### config.mk
export PLATFORM = sky130hd
export DESIGN_NAME = reservation_free_list
export DESIGN_NICKNAME = d
export VERILOG_FILES = /design/src/rtl/reservation_free_list.sv
export SDC_FILE = /design/constraint.sdc
export NUM_CORES = 1
export LEC_CHECK = 0
export ABC_AREA = 1
export CORE_ASPECT_RATIO = 0.6
export CORE_MARGIN = 5
export CORE_UTILIZATION = 50
export DETAILED_ROUTE_END_ITERATION = 6
export PLACE_DENSITY_LB_ADDON = 0.2
export SYNTH_ARGS = -nofsm -noshare
export SYNTH_HDL_FRONTEND = slang
export SYNTH_SLANG_ARGS = --single-unit
### constraint.sdc
create_clock -name clk -period 7.07 [get_ports clk]
set_input_delay 1.0605 -clock clk [delete_from_list [all_inputs] [get_ports clk]]
set_output_delay 1.0605 -clock clk [all_outputs]
set_load 0.1 [all_outputs]
### src/rtl/reservation_free_list.sv
// reservation_free_list
//
// Free-list allocator for reservation/block IDs. After reset the list fills
// itself with IDs 0..BLOCK_COUNT-1, one per cycle. It then hands out the
// oldest free ID first-word-fall-through on the allocate port and takes
// returned IDs on the free port.
//
// Optional feature: define RESERVATION_FREE_LIST_DOUBLE_FREE_CHECK_EN to keep
// an allocated-ID bitmap. Frees of IDs that are not currently allocated are
// then rejected and flagged on err_double_free. Without the macro,
// err_double_free is tied low.
//
// Ports:
//   clk, rst          rising-edge clock, asynchronous active-high reset
//   alloc_req         consumer takes alloc_id this cycle
//   alloc_valid       rdy && !empty; alloc_id is meaningful
//   alloc_id          head of the free list (combinational from storage)
//   free_valid        return free_id to the list this cycle
//   free_id           ID being returned
//   count             number of free IDs held (registered)
//   full, empty       count == BLOCK_COUNT / count == 0 (registered)
//   rdy               initialisation complete
//   err_underflow     1-cycle pulse: alloc_req while !alloc_valid
//   err_overflow      1-cycle pulse: free rejected because the list is full
//   err_double_free   1-cycle pulse: free of an ID not currently allocated
module reservation_free_list #(
    parameter int unsigned BLOCK_COUNT = 64,
    parameter int unsigned ID_W        = $clog2(BLOCK_COUNT)
) (
    input  logic            clk,
    input  logic            rst,
    input  logic            alloc_req,
    output logic            alloc_valid,
    output logic [ID_W-1:0] alloc_id,
    input  logic            free_valid,
    input  logic [ID_W-1:0] free_id,
    output logic [ID_W:0]   count,
    output logic            full,
    output logic            empty,
    output logic            rdy,
    output logic            err_underflow,
    output logic            err_overflow,
    output logic            err_double_free
);

    localparam logic [ID_W:0]   COUNT_MAX  = (ID_W+1)'(BLOCK_COUNT);
    localparam logic [ID_W:0]   COUNT_LAST = (ID_W+1)'(BLOCK_COUNT - 1);
    localparam logic [ID_W-1:0] LAST_ID    = ID_W'(BLOCK_COUNT - 1);

    typedef enum logic {
        ST_INIT,
        ST_READY
    } state_e;

    state_e          state_q, state_d;
    logic [ID_W-1:0] head_q, head_d;
    logic [ID_W-1:0] tail_q, tail_d;
    logic [ID_W:0]   count_q, count_d;
    logic            full_q, full_d;
    logic            empty_q, empty_d;
    logic            rdy_q, rdy_d;
    logic            err_uf_q, err_uf_d;
    logic            err_of_q, err_of_d;

    logic [ID_W-1:0] entry_q [BLOCK_COUNT];
    logic            wr_en;
    logic [ID_W-1:0] wr_idx;
    logic [ID_W-1:0] wr_data;

    logic            alloc_acc;
    logic            free_acc;
    logic            dbl_free;

    // Pointers wrap at BLOCK_COUNT-1, which need not be a power of two.
    function automatic logic [ID_W-1:0] ptr_inc(input logic [ID_W-1:0] p);
        return (p == LAST_ID) ? '0 : p + 1'b1;
    endfunction

    assign alloc_valid = rdy_q & ~empty_q;
    // Storage is not reset, so hide it until initialisation has filled it.
    assign alloc_id    = rdy_q ? entry_q[head_q] : '0;
    assign count       = count_q;
    assign full        = full_q;
    assign empty       = empty_q;
    assign rdy         = rdy_q;
    assign err_underflow = err_uf_q;
    assign err_overflow  = err_of_q;

    assign alloc_acc = alloc_req & alloc_valid;
    // A full list can still take a free when an allocate drains it the same cycle.
    assign free_acc  = rdy_q & free_valid & (~full_q | alloc_acc) & ~dbl_free;

`ifdef RESERVATION_FREE_LIST_DOUBLE_FREE_CHECK_EN
    logic [BLOCK_COUNT-1:0] alloc_map_q, alloc_map_d;
    logic                   err_df_q, err_df_d;
    logic                   free_hit;

    // IDs >= BLOCK_COUNT match no bit, so they read as "not allocated".
    always_comb begin
        free_hit = 1'b0;
        for (int unsigned i = 0; i < BLOCK_COUNT; i++) begin
            if (free_id == ID_W'(i)) begin
                free_hit = alloc_map_q[i];
            end
        end
    end

    // The bitmap is sampled before this cycle's allocate sets its bit, so an
    // allocate and free of the same ID in one cycle counts as a double free.
    assign dbl_free = rdy_q & free_valid & ~free_hit;

    always_comb begin
        alloc_map_d = alloc_map_q;
        if (state_q == ST_INIT) begin
            alloc_map_d = '0;
        end else begin
            for (int unsigned i = 0; i < BLOCK_COUNT; i++) begin
                if (alloc_acc && (head_q == ID_W'(i))) begin
                    alloc_map_d[i] = 1'b1;
                end
                if (free_acc && (free_id == ID_W'(i))) begin
                    alloc_map_d[i] = 1'b0;
                end
            end
        end
    end

    assign err_df_d        = dbl_free;
    assign err_double_free = err_df_q;
`else
    assign dbl_free        = 1'b0;
    assign err_double_free = 1'b0;
`endif

    always_comb begin
        state_d  = state_q;
        head_d   = head_q;
        tail_d   = tail_q;
        count_d  = count_q;
        rdy_d    = rdy_q;
        err_uf_d = 1'b0;
        err_of_d = 1'b0;
        wr_en    = 1'b0;
        wr_idx   = tail_q;
        wr_data  = free_id;

        case (state_q)
            ST_INIT: begin
                // The tail pointer doubles as the fill index; it wraps back
                // to 0 on the last write, which is exactly the READY value.
                wr_en   = 1'b1;
                wr_data = tail_q;
                tail_d  = ptr_inc(tail_q);
                count_d = count_q + 1'b1;
                if (count_q == COUNT_LAST) begin
                    state_d = ST_READY;
                    rdy_d   = 1'b1;
                end
            end
            ST_READY: begin
                if (alloc_acc) begin
                    head_d = ptr_inc(head_q);
                end
                if (free_acc) begin
                    wr_en  = 1'b1;
                    tail_d = ptr_inc(tail_q);
                end
                case ({alloc_acc, free_acc})
                    2'b10:   count_d = count_q - 1'b1;
                    2'b01:   count_d = count_q + 1'b1;
                    default: count_d = count_q;
                endcase
                err_uf_d = alloc_req & ~alloc_valid;
                err_of_d = free_valid & full_q & ~alloc_acc & ~dbl_free;
            end
            default: begin
                state_d = ST_INIT;
            end
        endcase

        full_d  = (count_d == COUNT_MAX);
        empty_d = (count_d == '0);
    end

    always_ff @(posedge clk or posedge rst) begin
        if (rst) begin
            state_q  <= ST_INIT;
            head_q   <= '0;
            tail_q   <= '0;
            count_q  <= '0;
            full_q   <= 1'b0;
            empty_q  <= 1'b1;
            rdy_q    <= 1'b0;
            err_uf_q <= 1'b0;
            err_of_q <= 1'b0;
`ifdef RESERVATION_FREE_LIST_DOUBLE_FREE_CHECK_EN
            alloc_map_q <= '0;
            err_df_q    <= 1'b0;
`endif
        end else begin
            state_q  <= state_d;
            head_q   <= head_d;
            tail_q   <= tail_d;
            count_q  <= count_d;
            full_q   <= full_d;
            empty_q  <= empty_d;
            rdy_q    <= rdy_d;
            err_uf_q <= err_uf_d;
            err_of_q <= err_of_d;
`ifdef RESERVATION_FREE_LIST_DOUBLE_FREE_CHECK_EN
            alloc_map_q <= alloc_map_d;
            err_df_q    <= err_df_d;
`endif
        end
    end

    always_ff @(posedge clk) begin
        if (wr_en) begin
            entry_q[wr_idx] <= wr_data;
        end
    end

endmodule

==> run metrics, run 1 <==
worst skew pair latency 540 ps; first-pass GRT wire length 72000 um; CP Cell Sequence inv_4 -> buf_4 -> o211ai_1 -> nand2_1 -> nand2_1 -> nand3_1 -> nand3_1 -> nand3_1 -> nand2_1 -> nor2_1 -> buf_4; buffer depth of the longest clock path 3; number of storage elements in the synthesis netlist 409; commonest cells in the netlist nand2_1, edfxtp_1, inv_1; most common cell in the netlist nand2_1; Synth top area share 0.630; HPWL Detailed 28900 um; pin count of the biggest net entering global routing 188; max-slew violations 0; final setup vio count 0; layout cells sized above 1 0.0775; overall routing resource usage 0.232; post-synthesis async set-or-reset flop share 0.0611; Gate Count Post-Synth 1783; Iteration-0 DRC Markers 1690; Layout Nets 1798; total gr overflow 0; slew margin rel. 0.293; Worst Reg-to-Reg Cells 8; hold slack 592 ps; type of origin of the critical path flip-flop; Crit-path slowest cell inv_4; clk slew on worst S/H paths 60 ps; R2R setup slack 3880 ps; post-CTS repair timing setup buffer count 0; CTS sink cnt 409; CP endpoint alloc_id[3]; per-cell routed wire length 20.7 um; Ant. Diodes 0; Primary FF master, synth edfxtp_1; reg2reg end entry_q[59][4]; Total Die Area 40700 um^2; dpl ws 2820 ps; final setup margin 2210 ps; GP Congestion 0.914; vias in the first global route 11.8k; max frequency 206 MHz; Tmin final 4860 ps; post-synth top area cell edfxtp_1; reg2reg start rdy; Post-Syn Area per Cell 10.3 um^2; EDFF count, synth 384; path type of the worst min-delay path flip-flop to flip-flop; post-route ant nets 0; Fill cells 3070; skew final 18.7 ps; Area Growth Syn to Fin 10.1%; Critical Path RT 6010 ps; pwr dens 233 nW/um^2; yosys warns 0; outcome complete, no violations; placed insts 2217; maximum vdd ir drop 0.000215 V; std cell rows 54; setup tns final 0 ps; clock buffers created by TritonCTS 38; Worst Min Path Start full; FF/Latch Area 12200 um^2; via count 12.6k; Leak 7.96 nW; Initial Utilization 0.506; RSZ-0062 raised after global routing no; Finished Layout Cells 2282; Post-CTS Hold Buffers 0; Cell variety after synth 41; Chip Width 257 um; Via density 5.51; CTS resizes 0; drt drc 0; top cells by area, synth edfxtp_1, nand2_1, nand3_1; port bufs 28; Syn Std Cell Area 18300 um^2; critical path class flip-flop to output pin; slowest stage delay, CP 890 ps; final core utilization 0.557; initial antenna violation count 1; Tcrit/Tclk final 0.687; CP startpoint head_q[1]; # IOs 30; sequential cell area fraction in the yosys report 0.664; Multi-input gate area 4940 um^2; Worst EP arrival 3790 ps; die height 158 um; Syn Nets 1800; # Max-Cap Violations 0; Core Region 36200 um^2; Critical Path End Type output pin; first-pass iteration count of the detailed router 6; sum of routed wire length over all layers 47200 um; H-tree depth 2; CTS tree built; final hold violation count 0; Worst-Margin Slew 1050 ps; Root Buffer clkbuf_16; Max Fanout on Critical Path 76
worst min path at each step:
stage	endpoint	slack (ps)	depth (start not counted)
detailed placement	err_underflow	590	2
global route	err_overflow	620	2
finish	err_overflow	590	2
floorplan	head_q[1]	580	3
global placement	err_underflow	590	2
CTS	err_overflow	600	2
final cells by class:
class | count | area share
clock inverter | 21 | 0.0101
clock buffer | 44 | 0.0519
tap | 476 | 0.0295
sequential | 409 | 0.603
multi-input combinational | 1072 | 0.245
inverter | 216 | 0.0404
timing repair buffer | 44 | 0.0197
metrics by stage:
stage | cell area, um^2 | power, mW
CTS | 20200 | 4.74
floorplan | 18300 | 2.66
finish | 20200 | 4.70
global route | 20200 | 4.84
global placement | 18900 | 2.67
detailed placement | 18900 | 2.67
logic make-up (layout without fill, tap and decap cells):
logic type | after synthesis | in the layout | synth area share
and+or+nand+nor | 942 | 942 | 0.222
DFF | 409 | 409 | 0.664
buffers and inverters | 302 | 325 | 0.0698
AOI/OAI and AO/OA | 118 | 118 | 0.0377
adders and majority gates | 7 | 7 | 0.00478
xor gates and xnor gates | 4 | 4 | 0.00191
other | 1 | 1 | 0.000205
flip-flops by register name, summed over array words and instances (netlist names), 6 cells and up:
name / count
tail_q: 6
count: 7
head_q: 6
entry_q: 384
per-layer routing:
layer | part of all wire | wire [um] | vias to the layer above | track usage
met5 | 0 | 0 | - | 0
met3 | 0.13 | 6110 | 60 | 0.0650
li1 | - | - | 5879 | -
met4 | 0.015 | 729 | 0 | 0.0426
met1 | 0.46 | 21600 | 5958 | 0.372
met2 | 0.40 | 18700 | 688 | 0.318
power breakdown:
group / internal (mW) / switching, mW
combinational: 0.00473 / 0.00711
sequential: 2.61 / 0
clock: 1.20 / 0.880
total: 3.82 / 0.888
critical path: cells and delay by family, from the launching register on:
kind                   cells  cell delay (ps)
buffers and inverters      3             1630
AND/OR/NAND/NOR            7              720
AO/OA/AOI/OAI              1              140
flip-flops                 1              740
layout by cell type (no fill, tap or decap), types with 2 or more instances in the layout:
cell type | Yosys | layout
nand2_1 | 566 | 566
edfxtp_1 | 384 | 384
inv_1 | 207 | 207
nand3_1 | 165 | 165
nor2_1 | 134 | 134
clkbuf_16 | 0 | 41
a21oi_1 | 36 | 36
o211ai_1 | 36 | 36
nor3_1 | 29 | 29
o21ai_0 | 33 | 27
or2_2 | 25 | 25
dfrtp_1 | 24 | 22
clkdlybuf4s50_1 | 0 | 22
buf_4 | 11 | 21
clkinv_2 | 0 | 10
o21ai_1 | 9 | 9
clkinv_1 | 1 | 7
ha_1 | 7 | 7
o21ai_4 | 0 | 6
inv_2 | 7 | 6
nand4_4 | 4 | 4
nand2_4 | 4 | 4
bufinv_16 | 0 | 4
nand3_4 | 3 | 3
xor2_1 | 3 | 3
nand4_1 | 3 | 3
nand4_2 | 2 | 2
nor2_2 | 2 | 2
clkbuf_1 | 19 | 2
Power figures use the tool's default switching activity.
==> run 2, diff against run 1 <==
==> constraint.sdc (replaced) <==
create_clock -name clk -period 4.7 [get_ports clk]
set_input_delay 0.705 -clock clk [delete_from_list [all_inputs] [get_ports clk]]
set_output_delay 0.705 -clock clk [all_outputs]
set_load 0.1 [all_outputs]
==> run metrics, run 2 (same netlist as run 1, synthesis figures left out) <==
total gr overflow 0 (unchanged); max frequency 245 MHz; Initial Utilization 0.506 (unchanged); worst skew pair latency 540 ps (about the same); Fill cells 3071 (+0.033%); Max Fanout on Critical Path 98 (+29%); Area Growth Syn to Fin 11.1%; std cell rows 54 (unchanged); Tcrit/Tclk final 0.869; die height 158 um (unchanged); Critical Path Most Common Cell nor2_1; via count 12.5k (-0.98%); final setup vio count 0 (unchanged); slew margin rel. 0.171 (-0.121); first-pass iteration count of the detailed router 6 (unchanged); Crit-path slowest cell inv_4; buffer depth of the longest clock path 3 (unchanged); skew final 12.4 ps (-6.35 ps); H-tree depth 2 (unchanged); CTS sink cnt 409 (unchanged); port bufs 28 (unchanged); pwr dens 355 nW/um^2 (+52%); RSZ-0062 raised after global routing no; overall routing resource usage 0.224 (-0.00860); Core Region 36200 um^2 (unchanged); GP Congestion 0.894 (-2.3%); Worst-Margin Slew 1240 ps (+190 ps); Ant. Diodes 0 (unchanged); type of origin of the critical path flip-flop; final core utilization 0.562 (+0.00480); maximum vdd ir drop 0.000301 V (+40%); vias in the first global route 11.7k (-1.0%); # Max-Cap Violations 0 (unchanged); initial antenna violation count 0 (-1); Root Buffer clkbuf_16; Worst EP arrival 3380 ps (-410 ps); R2R setup slack 1630 ps (-2250 ps); Critical Path End Type output pin; layout cells sized above 1 0.0778 (+0.000295); HPWL Detailed 27700 um (-4.2%); sum of routed wire length over all layers 45200 um (-4.2%); post-route ant nets 0 (unchanged); setup tns final 0 ps (unchanged); max-slew violations 0 (unchanged); clock buffers created by TritonCTS 38 (unchanged); # IOs 30 (unchanged); final hold violation count 0 (unchanged); first-pass GRT wire length 69800 um (-3.2%); Post-CTS Hold Buffers 0 (unchanged); drt drc 0 (unchanged); Layout Nets 1799 (+0.056%); critical path class flip-flop to output pin; Leak 8.01 nW (+0.57%); Critical Path RT 3990 ps (-2020 ps); CP top delay family buffers and inverters; buffers and inverters on the worst path 2 (-1); pin count of the biggest net entering global routing 232 (+23%); CP Cell Sequence inv_4 -> nor2_2 -> nand2_1 -> o211ai_1 -> o21ai_0 -> nor2_1 -> nor2_1 -> nor2_1 -> nor2_1 -> buf_12; path type of the worst min-delay path input pin to asynchronous set/reset pin; clk slew on worst S/H paths 70 ps (about the same); Via density 5.45 (-1.2%); Chip Width 257 um (unchanged); most frequent cells in the layout nand2_1, edfxtp_1, inv_1; Largest register FFs 384 (unchanged); per-cell routed wire length 19.8 um (-4.4%); most flop-heavy register entry_q; Iteration-0 DRC Markers 1346 (-20%); Total Die Area 40700 um^2 (unchanged); post-CTS repair timing setup buffer count 0 (unchanged); most common cell after layout, fill and taps aside nand2_1; slowest stage delay, CP 810 ps (-80 ps); Tmin final 4090 ps; outcome complete, no violations; CTS resizes 0 (unchanged); CTS tree built
-- run 2: changes by cell type in the layout (fill, tap and decap cells not counted), sizes merged --
cell and change:
bufinv +2, clkinvlp +1, clkinv -1, clkbuf +3
buf +1
-- run 2: area by class of cell --
type                       count  area, um^2  share of cell area
timing repair buffer          45         493              0.0242
inverter                     216         815              0.0401
sequential                   409       12200               0.598
clock inverter                23         272              0.0134
clock buffer                  47        1060              0.0520
tap                          476         596              0.0293
multi-input combinational   1072        4940               0.243
-- run 2: tightest hold or removal path, stage by stage --
cell and delay, ps:
clkdlybuf4s50_1 390, inv_1 50, buf_4 360
-- run 2: final timing paths --
| check | from | to | cells past startpoint |
|---|---|---|---|
| worst min register to register | empty | err_underflow | 2 |
| worst min-delay path | rst | head_q[2] | 3 |
| worst max-delay path | head_q[1] | alloc_id[1] | 10 |
| worst max register to register | rdy | entry_q[11][0] | 8 |
| max in group asynchronous | rst | empty | 3 |
| min in group clk | empty | err_underflow | 2 |
-- run 2: per-stage QoR --
step	area, um^2	worst slack, ps	cells	total power, mW	hold slack, ps
after global routing	20300	391	2288	7.43	603
after detailed placement	19000	1220	2218	4.02	604
after CTS	20300	632	2288	7.27	541
final	20300	613	2288	7.23	552
after global placement	19000	1240	2218	4.02	592
after floorplan	18300	618	1783	4.01	577
-- run 2: metal layers --
| metal | global-route usage | vias up | wire, um |
|---|---|---|---|
| li1 | - | 5893 | - |
| met1 | 0.360 | 5925 | 21600 |
| met2 | 0.306 | 591 | 18100 |
| met3 | 0.0579 | 53 | 4840 |
| met4 | 0.0429 | 0 | 665 |
| met5 | 0 | - | 0 |
-- run 2: where the power goes --
group          internal, mW  switching, mW  leakage, nW  total (mW)
Combinational       0.00710         0.0106         3.75      0.0177
Clock                  1.94           1.35        0.644        3.29
Sequential             3.92              0         3.61        3.92
Total                  5.87           1.36         8.01        7.23
==> run 3, diff against run 2 <==
--- a/config.mk
+++ b/config.mk
@@ -6,10 +6,12 @@
 export NUM_CORES = 1
 export LEC_CHECK = 0
 export ABC_AREA = 1
+export ABC_CLOCK_PERIOD_IN_PS = 4700
 export CORE_ASPECT_RATIO = 0.6
 export CORE_MARGIN = 5
 export CORE_UTILIZATION = 50
 export DETAILED_ROUTE_END_ITERATION = 6
+export GPL_ROUTABILITY_DRIVEN = 0
 export PLACE_DENSITY_LB_ADDON = 0.2
 export SYNTH_ARGS = -nofsm -noshare
 export SYNTH_HDL_FRONTEND = slang
==> run metrics, run 3 (same netlist as run 1, synthesis figures left out) <==
die height 158 um (unchanged); switching power 1.35 mW (-0.71%); # IOs 30 (unchanged); post-CTS repair timing setup buffer count 0 (unchanged); path type of the worst min-delay path input pin to asynchronous set/reset pin; via count 12.4k (-0.64%); placed insts 2216 (-0.090%); first-pass iteration count of the detailed router 5 (-1); overall routing resource usage 0.224 (about the same); most frequent cells in the layout nand2_1, edfxtp_1, inv_1; Internal 5.58 mW (-4.9%); layout cells sized above 1 0.0740 (-0.00378); Via density 5.42 (-0.56%); final setup margin 605 ps (-8.91 ps); maximum vdd ir drop 0.000277 V (-7.9%); HPWL Detailed 27300 um (-1.5%); CTS tree built; R2R setup slack 1680 ps (+50 ps); Root Buffer clkbuf_16; Critical Path Most Common Cell nor2_1; Worst-Margin Slew 1230 ps (-14.1 ps); Tcrit/Tclk final 0.871 (+0.00190); Finished Layout Cells 2286 (-0.087%); Fill cells 3176 (+3.4%); drt drc 0 (unchanged); H-tree depth 2 (unchanged); clock buffers created by TritonCTS 38 (unchanged); Chip Width 257 um (unchanged); post-route ant nets 0 (unchanged); first-pass GRT wire length 69500 um (-0.30%); FF/Latch Area 12200 um^2 (unchanged); sum of routed wire length over all layers 45400 um (+0.39%); combinational power share 0.003 (about the same); Layout Nets 1797 (-0.11%); Critical Path RT 3990 ps (about the same); outcome complete, no violations; setup tns final 0 ps (unchanged); port bufs 28 (unchanged); Largest register FFs 384 (unchanged); slowest stage delay, CP 880 ps (+70 ps); CTS sink cnt 409 (unchanged); final hold violation count 0 (unchanged); Worst EP arrival 3390 ps (about the same); Core Region 36200 um^2 (unchanged); Leak 7.94 nW (-0.89%); pin count of the biggest net entering global routing 232 (unchanged); type of origin of the critical path flip-flop; most flop-heavy register entry_q; Max Fanout on Critical Path 98 (unchanged); most common cell after layout, fill and taps aside nand2_1; Total Die Area 40700 um^2 (unchanged); Area Growth Syn to Fin 10.2%; clk slew on worst S/H paths 70 ps (about the same); clock share of power 0.432 (-0.023); CTS resizes 0 (unchanged); Critical Path End Type output pin; critical path class flip-flop to output pin; Ant. Diodes 0 (unchanged); Crit-path slowest cell inv_4; RSZ-0062 raised after global routing no; max-slew violations 0 (unchanged); std cell rows 54 (unchanged); worst skew pair latency 540 ps (about the same); initial antenna violation count 2 (+2); Post-Place Cell Area 19000 um^2 (about the same); final instance area 20200 um^2 (-0.76%); per-cell routed wire length 19.9 um (+0.48%); Post-CTS Hold Buffers 0 (unchanged); pwr dens 343 nW/um^2 (-3.3%); final setup vio count 0 (unchanged); Tmin final 4100 ps (+8.91 ps); Initial Utilization 0.506 (unchanged); CP Cell Sequence inv_4 -> nor2_2 -> nand2_1 -> o211ai_1 -> o21ai_0 -> nor2_1 -> nor2_1 -> nor2_1 -> nor2_1 -> buf_12; total gr overflow 0 (unchanged); sequential share of power 0.566 (+0.023); skew final 17.3 ps (+4.88 ps); buffer depth of the longest clock path 3 (unchanged); Multi-input gate area 4940 um^2 (unchanged); # Max-Cap Violations 0 (unchanged); slew margin rel. 0.175 (+0.00307); vias in the first global route 11.7k (-0.10%); dpl ws 1180 ps (-45.7 ps); max frequency 244 MHz (-0.22%); Iteration-0 DRC Markers 1586 (+18%); final core utilization 0.557 (-0.00428); sw frac 0.195 (+0.00660)
[run 3: path summary, 6_finish.rpt]
kind	from	cells after the start	to
min in group clk	empty	2	err_underflow
hold reg to reg	empty	2	err_underflow
setup / recovery	head_q[1]	10	alloc_id[1]
hold / removal	rst	3	head_q[4]
setup reg to reg	rdy	8	entry_q[11][2]
max in group asynchronous	rst	3	empty
[run 3: metrics by stage]
step / total power [mW] / hold WS, ps
final: 6.93 / 537
after global routing: 7.14 / 566
after CTS: 6.98 / 533
after detailed placement: 4.02 / 597
after global placement: 4.02 / 593
after floorplan: 4.01 / 577
[run 3: power by group through the flow]
stage               combinational (mW)  clock, mW  sequential, mW
global route                    0.0190       3.20            3.92
CTS                             0.0180       3.04            3.92
global placement                0.0178          0            4.00
floorplan                      0.00731          0            4.00
detailed placement              0.0178          0            4.00
finish                          0.0175       2.99            3.92
[run 3: worst max-delay path, delay by kind of cell, from the launching register on]
kind / cells / cell delay [ps]
buf+inv: 2 / 1100
simple gates: 6 / 930
flops: 1 / 420
compound gates: 2 / 390
[run 3: metal layers]
layer / vias up / part of all wire / track usage
li1: 5878 / - / -
met1: 5878 / 0.47 / 0.354
met2: 563 / 0.41 / 0.315
met3: 63 / 0.11 / 0.0545
met4: 0 / 0.016 / 0.0447
met5: - / 0 / 0
[run 3: area by class of cell]
class,count,share of cell area
multi-input combinational,1072,0.245
clock inverter,21,0.00663
tap,476,0.0295
timing repair buffer,43,0.0237
clock buffer,49,0.0523
inverter,216,0.0404
sequential,409,0.603
